`src/rtl/psrv32_pkg.sv`:
```
// Shared PSRV32 definitions: machine width, canonical NOP, reset vector,
// base opcodes and the fetch-to-decode entry layout.
package psrv32_pkg;

  localparam int              XLEN             = 32;
  localparam logic [XLEN-1:0] NOP_INSTR        = 32'h0000_0013;
  localparam logic [XLEN-1:0] RESET_PC_DEFAULT = 32'h0000_0000;

  localparam logic [6:0] RXX   = 7'b0110011;
  localparam logic [6:0] IXX   = 7'b0010011;
  localparam logic [6:0] BXX   = 7'b1100011;
  localparam logic [6:0] LUI   = 7'b0110111;
  localparam logic [6:0] AUIPC = 7'b0010111;
  localparam logic [6:0] JAL   = 7'b1101111;
  localparam logic [6:0] JALR  = 7'b1100111;
  localparam logic [6:0] LXX   = 7'b0000011;
  localparam logic [6:0] SXX   = 7'b0100011;

  typedef struct packed {
    logic [XLEN-1:0] pc;
    logic [XLEN-1:0] instr;
  } fetch_entry_t;

  function automatic logic [XLEN-1:0] align_word(input logic [XLEN-1:0] addr);
    return addr & ~XLEN'(3);
  endfunction

endpackage

```
`src/rtl/fetch_fifo.sv`:
```
// Small synchronous FIFO with flush; holds fetched {pc, instr} entries and
// doubles as the in-flight address queue.
module fetch_fifo #(
  parameter int  WIDTH = 64,
  parameter int  DEPTH = 2,
  localparam int CNT_W = $clog2(DEPTH + 1),
  localparam int PTR_W = (DEPTH > 1) ? $clog2(DEPTH) : 1
) (
  input  logic             clk_i,
  input  logic             rst_i,
  input  logic             push_i,
  input  logic [WIDTH-1:0] wdata_i,
  input  logic             pop_i,
  input  logic             flush_i,
  output logic [CNT_W-1:0] count_o,
  output logic [WIDTH-1:0] head_o
);

  logic [WIDTH-1:0] mem_q [DEPTH];
  logic [PTR_W-1:0] rd_q, rd_d, wr_q, wr_d;
  logic [CNT_W-1:0] cnt_q, cnt_d;
  logic             do_push, do_pop;

  function automatic logic [PTR_W-1:0] ptr_inc(input logic [PTR_W-1:0] p);
    return (p == PTR_W'(DEPTH - 1)) ? '0 : p + 1'b1;
  endfunction

  always_comb begin
    do_pop  = pop_i && (cnt_q != '0);
    // a full FIFO still accepts a write when the head leaves in the same cycle
    do_push = push_i && ((cnt_q != CNT_W'(DEPTH)) || do_pop);
    rd_d    = rd_q;
    wr_d    = wr_q;
    cnt_d   = cnt_q;
    if (flush_i) begin
      rd_d  = '0;
      wr_d  = '0;
      cnt_d = '0;
    end else begin
      if (do_pop)  rd_d = ptr_inc(rd_q);
      if (do_push) wr_d = ptr_inc(wr_q);
      cnt_d = cnt_q + CNT_W'(do_push) - CNT_W'(do_pop);
    end
  end

  always_ff @(posedge clk_i or posedge rst_i) begin
    if (rst_i) begin
      rd_q  <= '0;
      wr_q  <= '0;
      cnt_q <= '0;
    end else begin
      rd_q  <= rd_d;
      wr_q  <= wr_d;
      cnt_q <= cnt_d;
    end
  end

  always_ff @(posedge clk_i) begin
    if (do_push && !flush_i) mem_q[wr_q] <= wdata_i;
  end

  assign count_o = cnt_q;
  assign head_o  = mem_q[rd_q];

endmodule

```
`src/rtl/fetch_stage.sv`:
```
// PSRV32 instruction fetch: PC, credit-limited in-order imem requests,
// response buffering and redirect handling with stale-response dropping.
module fetch_stage
  import psrv32_pkg::*;
#(
  parameter logic [XLEN-1:0] RESET_PC = RESET_PC_DEFAULT,
  parameter int              DEPTH    = 2
) (
  input  logic            clk_i,
  input  logic            rst_i,
  output logic            imem_req_o,
  output logic [XLEN-1:0] imem_addr_o,
  input  logic            imem_gnt_i,
  input  logic            imem_rvalid_i,
  input  logic [XLEN-1:0] imem_rdata_i,
  input  logic            redirect_i,
  input  logic [XLEN-1:0] redirect_pc_i,
  input  logic            stall_i,
  output logic            instr_valid_o,
  output logic [XLEN-1:0] instruction_o,
  output logic [XLEN-1:0] pc_o
);

  localparam int CNT_W = $clog2(DEPTH + 1);
  localparam int SUM_W = CNT_W + 1;

  logic [XLEN-1:0]  pc_q, pc_d;
  logic [CNT_W-1:0] drop_q, drop_d;
  logic [CNT_W-1:0] out_cnt, out_cnt_after, fifo_cnt;
  logic [SUM_W-1:0] occupancy;
  logic             pop, grant, rsp_ok, rsp_keep;
  logic [XLEN-1:0]  aq_head;
  fetch_entry_t     fifo_head, fifo_wdata;

  // Credit: in-flight requests plus buffered entries never exceed DEPTH,
  // which is what keeps the instruction FIFO from overflowing.
  assign pop        = instr_valid_o & ~stall_i;
  assign occupancy  = SUM_W'(out_cnt) + SUM_W'(fifo_cnt) - SUM_W'(pop);
  assign imem_req_o = ~rst_i & ~redirect_i & (occupancy < SUM_W'(DEPTH));
  assign imem_addr_o = pc_q;
  assign grant      = imem_req_o & imem_gnt_i;
  assign rsp_ok     = imem_rvalid_i & (out_cnt != '0);
  assign rsp_keep   = rsp_ok & (drop_q == '0) & ~redirect_i;
  assign fifo_wdata = {aq_head, imem_rdata_i};

  always_comb begin
    out_cnt_after = out_cnt + CNT_W'(grant) - CNT_W'(rsp_ok);
    pc_d          = pc_q;
    drop_d        = drop_q;
    if (grant) pc_d = pc_q + XLEN'(4);
    if (rsp_ok && (drop_q != '0)) drop_d = drop_q - 1'b1;
    if (redirect_i) begin
      pc_d   = align_word(redirect_pc_i);
      drop_d = out_cnt_after;
    end
  end

  always_ff @(posedge clk_i or posedge rst_i) begin
    if (rst_i) begin
      pc_q   <= RESET_PC;
      drop_q <= '0;
    end else begin
      pc_q   <= pc_d;
      drop_q <= drop_d;
    end
  end

  // Address queue: its occupancy is the outstanding-request count.
  fetch_fifo #(.WIDTH(XLEN), .DEPTH(DEPTH)) u_addr_q (
    .clk_i   (clk_i),
    .rst_i   (rst_i),
    .push_i  (grant),
    .wdata_i (pc_q),
    .pop_i   (rsp_ok),
    .flush_i (1'b0),
    .count_o (out_cnt),
    .head_o  (aq_head)
  );

  fetch_fifo #(.WIDTH($bits(fetch_entry_t)), .DEPTH(DEPTH)) u_instr_q (
    .clk_i   (clk_i),
    .rst_i   (rst_i),
    .push_i  (rsp_keep),
    .wdata_i (fifo_wdata),
    .pop_i   (pop),
    .flush_i (redirect_i),
    .count_o (fifo_cnt),
    .head_o  (fifo_head)
  );

  assign instr_valid_o = (fifo_cnt != '0);
  assign instruction_o = instr_valid_o ? fifo_head.instr : NOP_INSTR;
  assign pc_o          = instr_valid_o ? fifo_head.pc : '0;

endmodule

```
`config.mk`:
```
export PLATFORM = sky130hd
export DESIGN_NAME = fetch_stage
export DESIGN_NICKNAME = d
export VERILOG_FILES = /design/src/rtl/psrv32_pkg.sv /design/src/rtl/fetch_fifo.sv /design/src/rtl/fetch_stage.sv
export SDC_FILE = /design/constraint.sdc
export NUM_CORES = 1
export LEC_CHECK = 0
export ABC_AREA = 1
export BUFFER_PORTS_ARGS = -buffer_cell sky130_fd_sc_hd__buf_2
export CAP_MARGIN = 25
export CORE_MARGIN = 4
export CORE_UTILIZATION = 52
export CTS_BUF_LIST = sky130_fd_sc_hd__clkbuf_4 sky130_fd_sc_hd__clkbuf_8
export DETAILED_ROUTE_END_ITERATION = 10
export GPL_TIMING_DRIVEN = 0
export PLACE_DENSITY = 0.84
export SETUP_SLACK_MARGIN = 0.1
export SYNTH_ARGS = -nofsm -noshare
export SYNTH_HDL_FRONTEND = slang
export SYNTH_SLANG_ARGS = --single-unit
```
`constraint.sdc`:
```
create_clock -name clk_i -period 4.05 [get_ports clk_i]
set_input_delay 0.81 -clock clk_i [delete_from_list [all_inputs] [get_ports clk_i]]
set_output_delay 0.81 -clock clk_i [all_outputs]
set_load 0.02 [all_outputs]
```
Word-level counts from Yosys, hierarchy flattened:

Memories as Yosys holds them, arrays and structs flattened.
Index checks and enable logic that the tools add are counted.

* word-level logic and storage cells: 73
* memories: 2
* memory bits (writable): 192
* input port bits: 70
* register bits: 42
* output and inout bits: 98

Memories
* u_instr_q.mem_q: depth 2, width 64, rd ports 1, clocked after memory_dff 0, write ports 1, RTL line fetch_fifo.sv:19 `logic [WIDTH-1:0] mem_q [DEPTH];`
* u_addr_q.mem_q: depth 2, width 32, rd ports 1, clocked after memory_dff 0, write ports 1, RTL line fetch_fifo.sv:19

* $add $sub $neg: 14
* bitwise operators: 10
* $lt $le $gt $ge: 1
* reduce and logical (&&, ||, !) cells: 17
* muxes and demuxes: 19
* equality and inequality tests: 2

Operator list (number)
* 32-bit two-way mux: 4
* 32-bit by 3-bit adder with 32-bit output (second input constant): 1
* 2-bit nonzero test: 7
* 1-bit two-way mux: 12
* 1-bit AND: 7
* 2-bit by 1-bit adder with 2-bit output: 3
* 1-bit logical AND: 6
* 2-bit two-way mux: 3
* 2-bit by 1-bit subtractor with 2-bit output: 3
* 1-bit adder (second input constant): 4
* 2-bit != test (second input constant): 2
* 2-bit by 2-bit adder with 3-bit output: 1
* 3-bit by 2-bit < comparator with 1-bit output (second input constant): 1
* 1-bit inverter: 3
* 3-bit by 1-bit subtractor with 3-bit output: 1
* 2-bit zero test: 1
* 1-bit logical OR: 2
* 2-bit by 1-bit subtractor with 2-bit output (second input constant): 1
* 1-bit zero test: 1

Longest topological paths before layout:

* depth in word-level cells: 9
* mapped depth: 14
* depth with buffers taken out: 14

Modules after synthesis:

Synthesis repeated with hierarchy kept, for this count alone.

* cell total of the unflattened synthesis: 1124
* area total of the unflattened synthesis: 10757.8 sq um

By module, submodules not included
* fetch_fifo (u_instr_q): sequential area each 3943.8 sq um, cells each 372, instances 1, area an instance 4937.2 sq um
* fetch_stage: sequential area each 800.8 sq um, cells each 547, instances 1, area an instance 3180.6 sq um
* fetch_fifo (u_addr_q): sequential area each 2021.9 sq um, cells each 205, instances 1, area an instance 2640.0 sq um

Worst setup path after synthesis:

No wires, ideal clock.

* kind: input to register
* start point: in redirect_i
* end point: mem u_instr_q.mem_q[0][0] (enable)
* cell stages on the path: 5
* path buffers: 2
* data required time: 3.568 ns
* arrival: 3.966 ns
* setup slack: -0.398 ns
* setup time: 0.482 ns
* cells stage by stage: buf_6 > inv_4 > buf_2 > nand4_1 > nor2_1

* word-level cells in the longest chain between the ends: 6
* elaborated cells on any way between the ends: 7
* those cells by class: mux: 2; bitwise: 2; reduce/logical: 3

RTL lines
* start, declared: RTL line fetch_stage.sv:16 `input logic redirect_i,`
* 1-bit inverter: RTL line fetch_stage.sv:43 `assign rsp_keep = rsp_ok & (drop_q == '0) & ~redirect_i;`
* 1-bit AND: RTL line fetch_stage.sv:43
* 1-bit logical AND: RTL line fetch_fifo.sv:31 `do_push = push_i && ((cnt_q != CNT_W'(DEPTH)) || do_pop);`
* 1-bit logical AND (*): RTL line fetch_fifo.sv:59 `if (do_push && !flush_i) mem_q[wr_q] <= wdata_i;`
* 1-bit two-way mux (*): RTL line fetch_fifo.sv:59
* 1-bit two-way mux (implied by the code) (*): RTL line fetch_fifo.sv:59
* end, declared: RTL line fetch_fifo.sv:19

Every way passes the cells marked *; elsewhere a longest branch is shown, timed or not.

Worst setup path in the final report:

* start point: reg u_instr_q.cnt_q[1] (netlist: u_instr_q.count_o[1])
* end point: out imem_req_o

* word-level cells in the longest chain between the ends: 5
* elaborated cells on any way between the ends: 6
* those cells by class: add/sub: 2; order compare: 1; bitwise: 2; reduce/logical: 1

RTL lines
* start, declared: RTL line fetch_fifo.sv:21 `logic [CNT_W-1:0] cnt_q, cnt_d;`
* start signal, assigned: RTL line fetch_fifo.sv:54 `cnt_q <= cnt_d;`
* branches (longest 2 deep; another with 2-bit by 2-bit adder with 3-bit output)
* 3-bit by 1-bit subtractor with 3-bit output (*): RTL line fetch_stage.sv:38 `assign occupancy = SUM_W'(out_cnt) + SUM_W'(fifo_cnt) - SUM_W'(pop);`
* 3-bit by 2-bit < comparator with 1-bit output (*): RTL line fetch_stage.sv:39 `assign imem_req_o = ~rst_i & ~redirect_i & (occupancy < SUM_W'(DEPTH));`
* 1-bit AND (*): RTL line fetch_stage.sv:39
* end, declared: RTL line fetch_stage.sv:11 `output logic imem_req_o,`

Mark *: on every way between the ends.

==> impl_results.md <==
* CP max stage delay at 0.45 ns
* Chip Width at 145 µm
* Worst Path Max Fanout at 7
* Reg clk slew, reported paths at 0.06 ns
* Mux cell area share after synthesis at 0
* Initial antenna violation count at 0
* Vias at 7,181
* Synth Cell Area at 9720 µm²
* Top-area cell type share of the netlist area at 0.568
* FP Rows at 49
* Finish-stage setup viols at 0
* Max IR drop VDD at 0.297 mV
* Fin. max-slew vios at 0
* DR iter-0 viols at 416
* Fin crit share at 0.921
* Worst Hold Class: primary input to flip-flop
* CTS Sinks at 224
* CP Launch Point: u_instr_q.count_o[1]$_DFF_PP0_
* Root buf cell: clkbuf_8
* Area delta synth->final at 20.4%
* Die area at 20,900 µm²
* Dominant cell type by area after synthesis: edfxtp_1
* Mapped Cells at 936
* GP Congestion at 0.895
* Clk Latency, worst-skew pair at 0.52 ns
* CTS Hold Buffers Added at 0
* Critical path endpoint category: output pin
* Fmax achieved at 268 MHz
* Critical Path RT at 3.24 ns
* Critical path cell sequence: nor2_4 > nor2_1 > ha_1 > inv_1 > nand2_1 > fa_1 > xor2_1 > nand2_1 > inv_1 > buf_2
* Setup Skew at 0.0282 ns
* Area contributors post-synth: edfxtp_1 57%, nand2_1 15%, dfrtp_1 10%
* Seq cells post-synth at 224
* Total CTS buffers at 36
* Max-cap violation count at 0
* First-pass DRT Iterations at 4
* Fraction of the mapped netlist area in compound gates at 0.0400
* Least-Margin Pin Slew at 0.889 ns
* Power Total at 7.51 mW
* Share of cells above drive strength 1 at 0.227
* RSZ-0062 raised after global routing: false
* Vias in the first global route at 7,229
* Outcome: finished clean
* Post-DP HPWL at 15.9 mm
* FFs w/ async S/R, synth at 0.179
* Port Buffer Count at 160
* Post-CTS Setup Bufs at 0
* Routed len/inst at 16.2 µm
* Power Density at 642 nW/µm²
* Syn avg cell area at 10.4 µm²
* Total Nets Final at 1,223
* Yosys warns at 0
* Post-Synth Adder-Cell Area at 0.0136
* Post-synth EDFFs at 184
* GRT Total Usage at 0.214
* DRC at 0
* IO Count at 168
* Routed Antenna Nets at 0
* Delay-heaviest family, CP: adder cells
* Min cycle time layout at 3.73 ns
* Largest family of logic cells by synthesized area: simple AND/OR/NAND/NOR gates
* XOR/XNOR share of the synthesized area at 0.0126
* Final Hold Vio Count at 0
* Setup TNS at 0 ns
* Hold path start: imem_rdata_i[30]
* Leak pwr at 5.03 nW
* Htree depth at 2
* Worst r2r src: u_instr_q.count_o[1]$_DFF_PP0_
* First-pass GRT wire length at 34.9 mm
* Maximum buffer depth of the clock tree at 3
* Synth cell types at 33
* Simple-Gate Fraction of Synth Area at 0.217
* Starting Density at 0.536
* Die H at 145 µm
* Max stage delay cell, worst path: dfrtp_1
* Largest net degree at the start of global routing at 41
* WL final at 22.5 mm
* Post-synthesis sequential area ratio at 0.671
* ANT cells at 0
* Core area at 18,100 µm²
* Setup CP Type: flip-flop to output pin
* Top_reg_cell synth: edfxtp_1
* Overflow after GRT at 0
* Via/cell ratio at 5.15
* Startpoint Class: flip-flop
* Slew margin rel. at 0.406
* CTS tree: built
* Worst EP arrival at 2.92 ns
* Buf+Inv Stages, Crit Path at 3
[cells in the final DEF (no fill, tap or decap), drive strengths merged]
cell type,synthesis,routed
nand2,387,387
edfxtp,184,184
buf,17,181
clkbuf,24,78
nand3,74,74
a21oi,61,61
inv,54,54
nor2,48,50
dfrtp,40,40
xor2,9,9
ha,9,9
clkinv,5,9
o21bai,7,7
xnor2,5,5
conb,1,4
o21ai,4,4
and2,3,3
bufinv,0,2
nand3b,1,1
nand4,1,1
or2,1,1
fa,1,1
[where the power goes]
| part | switching, mW | internal [mW] | total, mW |
|---|---|---|---|
| registers | 0.257 | 2.90 | 3.15 |
| clock network | 0.824 | 1.14 | 1.97 |
| logic | 1.67 | 0.714 | 2.39 |
| total | 2.75 | 4.75 | 7.51 |
[layer usage]
layer | up-vias | global-route usage | share of wire
li1 | 3502 | - | -
met1 | 3349 | 0.262 | 0.40
met2 | 282 | 0.373 | 0.50
met3 | 48 | 0.0463 | 0.078
met4 | 0 | 0.0810 | 0.026
met5 | - | 0 | 0
[layout make-up]
class,instances,area (µm²)
Clock buffer,54,649
Buffer,41,213
Sequential cell,224,6530
Fill cell,1401,6450
Multi-Input combinational cell,617,2830
Tap cell,229,287
Inverter,59,224
Clock inverter,6,77.6
Timing Repair Buffer,164,896
[stage by stage]
step                      utilization  hold WS [ns]  worst slack [ns]  area, µm²  instances
after floorplan                     -         0.471            -0.398       9740        939
after global placement          0.596         0.483             -1.85      10800       1328
after detailed placement        0.603         0.520            -0.115      10900       1332
after CTS                       0.644         0.457             0.107      11700       1394
after global routing            0.645         0.454             0.116      11700       1394
final                           0.645         0.491             0.319      11700       1394
[cells in the mapped netlist, types with 5 or more instances]
library cell    n
ha_1            9
nor2_2          7
dfrtp_1        40
xnor2_1         5
inv_1          50
nand2_1       383
nor2_1         38
edfxtp_1      184
buf_6           5
clkinv_1        5
o21bai_1        7
xor2_1          9
a21oi_1        60
buf_2           5
nand3_1        73
clkbuf_1       24
[worst reg2reg max path: cells and delay by family, from the launching register on]
kind          cells  cell delay, ns
xor+xnor          1            0.37
fa+ha+maj         2            0.68
buf+inv           2            0.23
flops             1            0.45
simple gates      6            1.52
[what timing repair did]
item | in CTS | in global routing
pin swaps | 2 | 0
endpoints found under the hold margin | 0 | 0
cloned | 2 | 0
endpoints found under the setup margin | 61 | 61
gates resized for setup | 1 | 3
[state kept, by name, indices dropped and copies added, names as in the netlist]
name and count:
u_addr_q.mem_q 60, u_instr_q.rd_q 1, u_addr_q.rd_q 1, u_addr_q.wr_q 1
u_instr_q.mem_q 124, u_instr_q.count_o 2, u_instr_q.wr_q 1, u_addr_q.count_o 2
imem_addr_o 30, drop_q 2
[final timing paths]
check / endpoint / slack (ns) / cells past startpoint
max: imem_req_o / 0.32 / 10
min: u_instr_q.mem_q[1][30]$_DFFE_PP_ / 0.49 / 1
max reg2reg: u_addr_q.mem_q[0][28]$_DFFE_PP_ / 0.40 / 11
min reg2reg: u_instr_q.mem_q[0][48]$_DFFE_PP_ / 0.53 / 2
max in group asynchronous: imem_addr_o[28]$_DFFE_PP0P_ / 2.96 / 2
min in group asynchronous: imem_addr_o[14]$_DFFE_PP0P_ / 0.51 / 2
[logic make-up after synthesis]
family | after synthesis
other | 1
DFF | 224
and+or+nand+nor | 515
buffers and inverters | 100
xor gates and xnor gates | 14
AOI/OAI and AO/OA | 72
adders and majority gates | 10
Power figures use the tool's default switching activity.
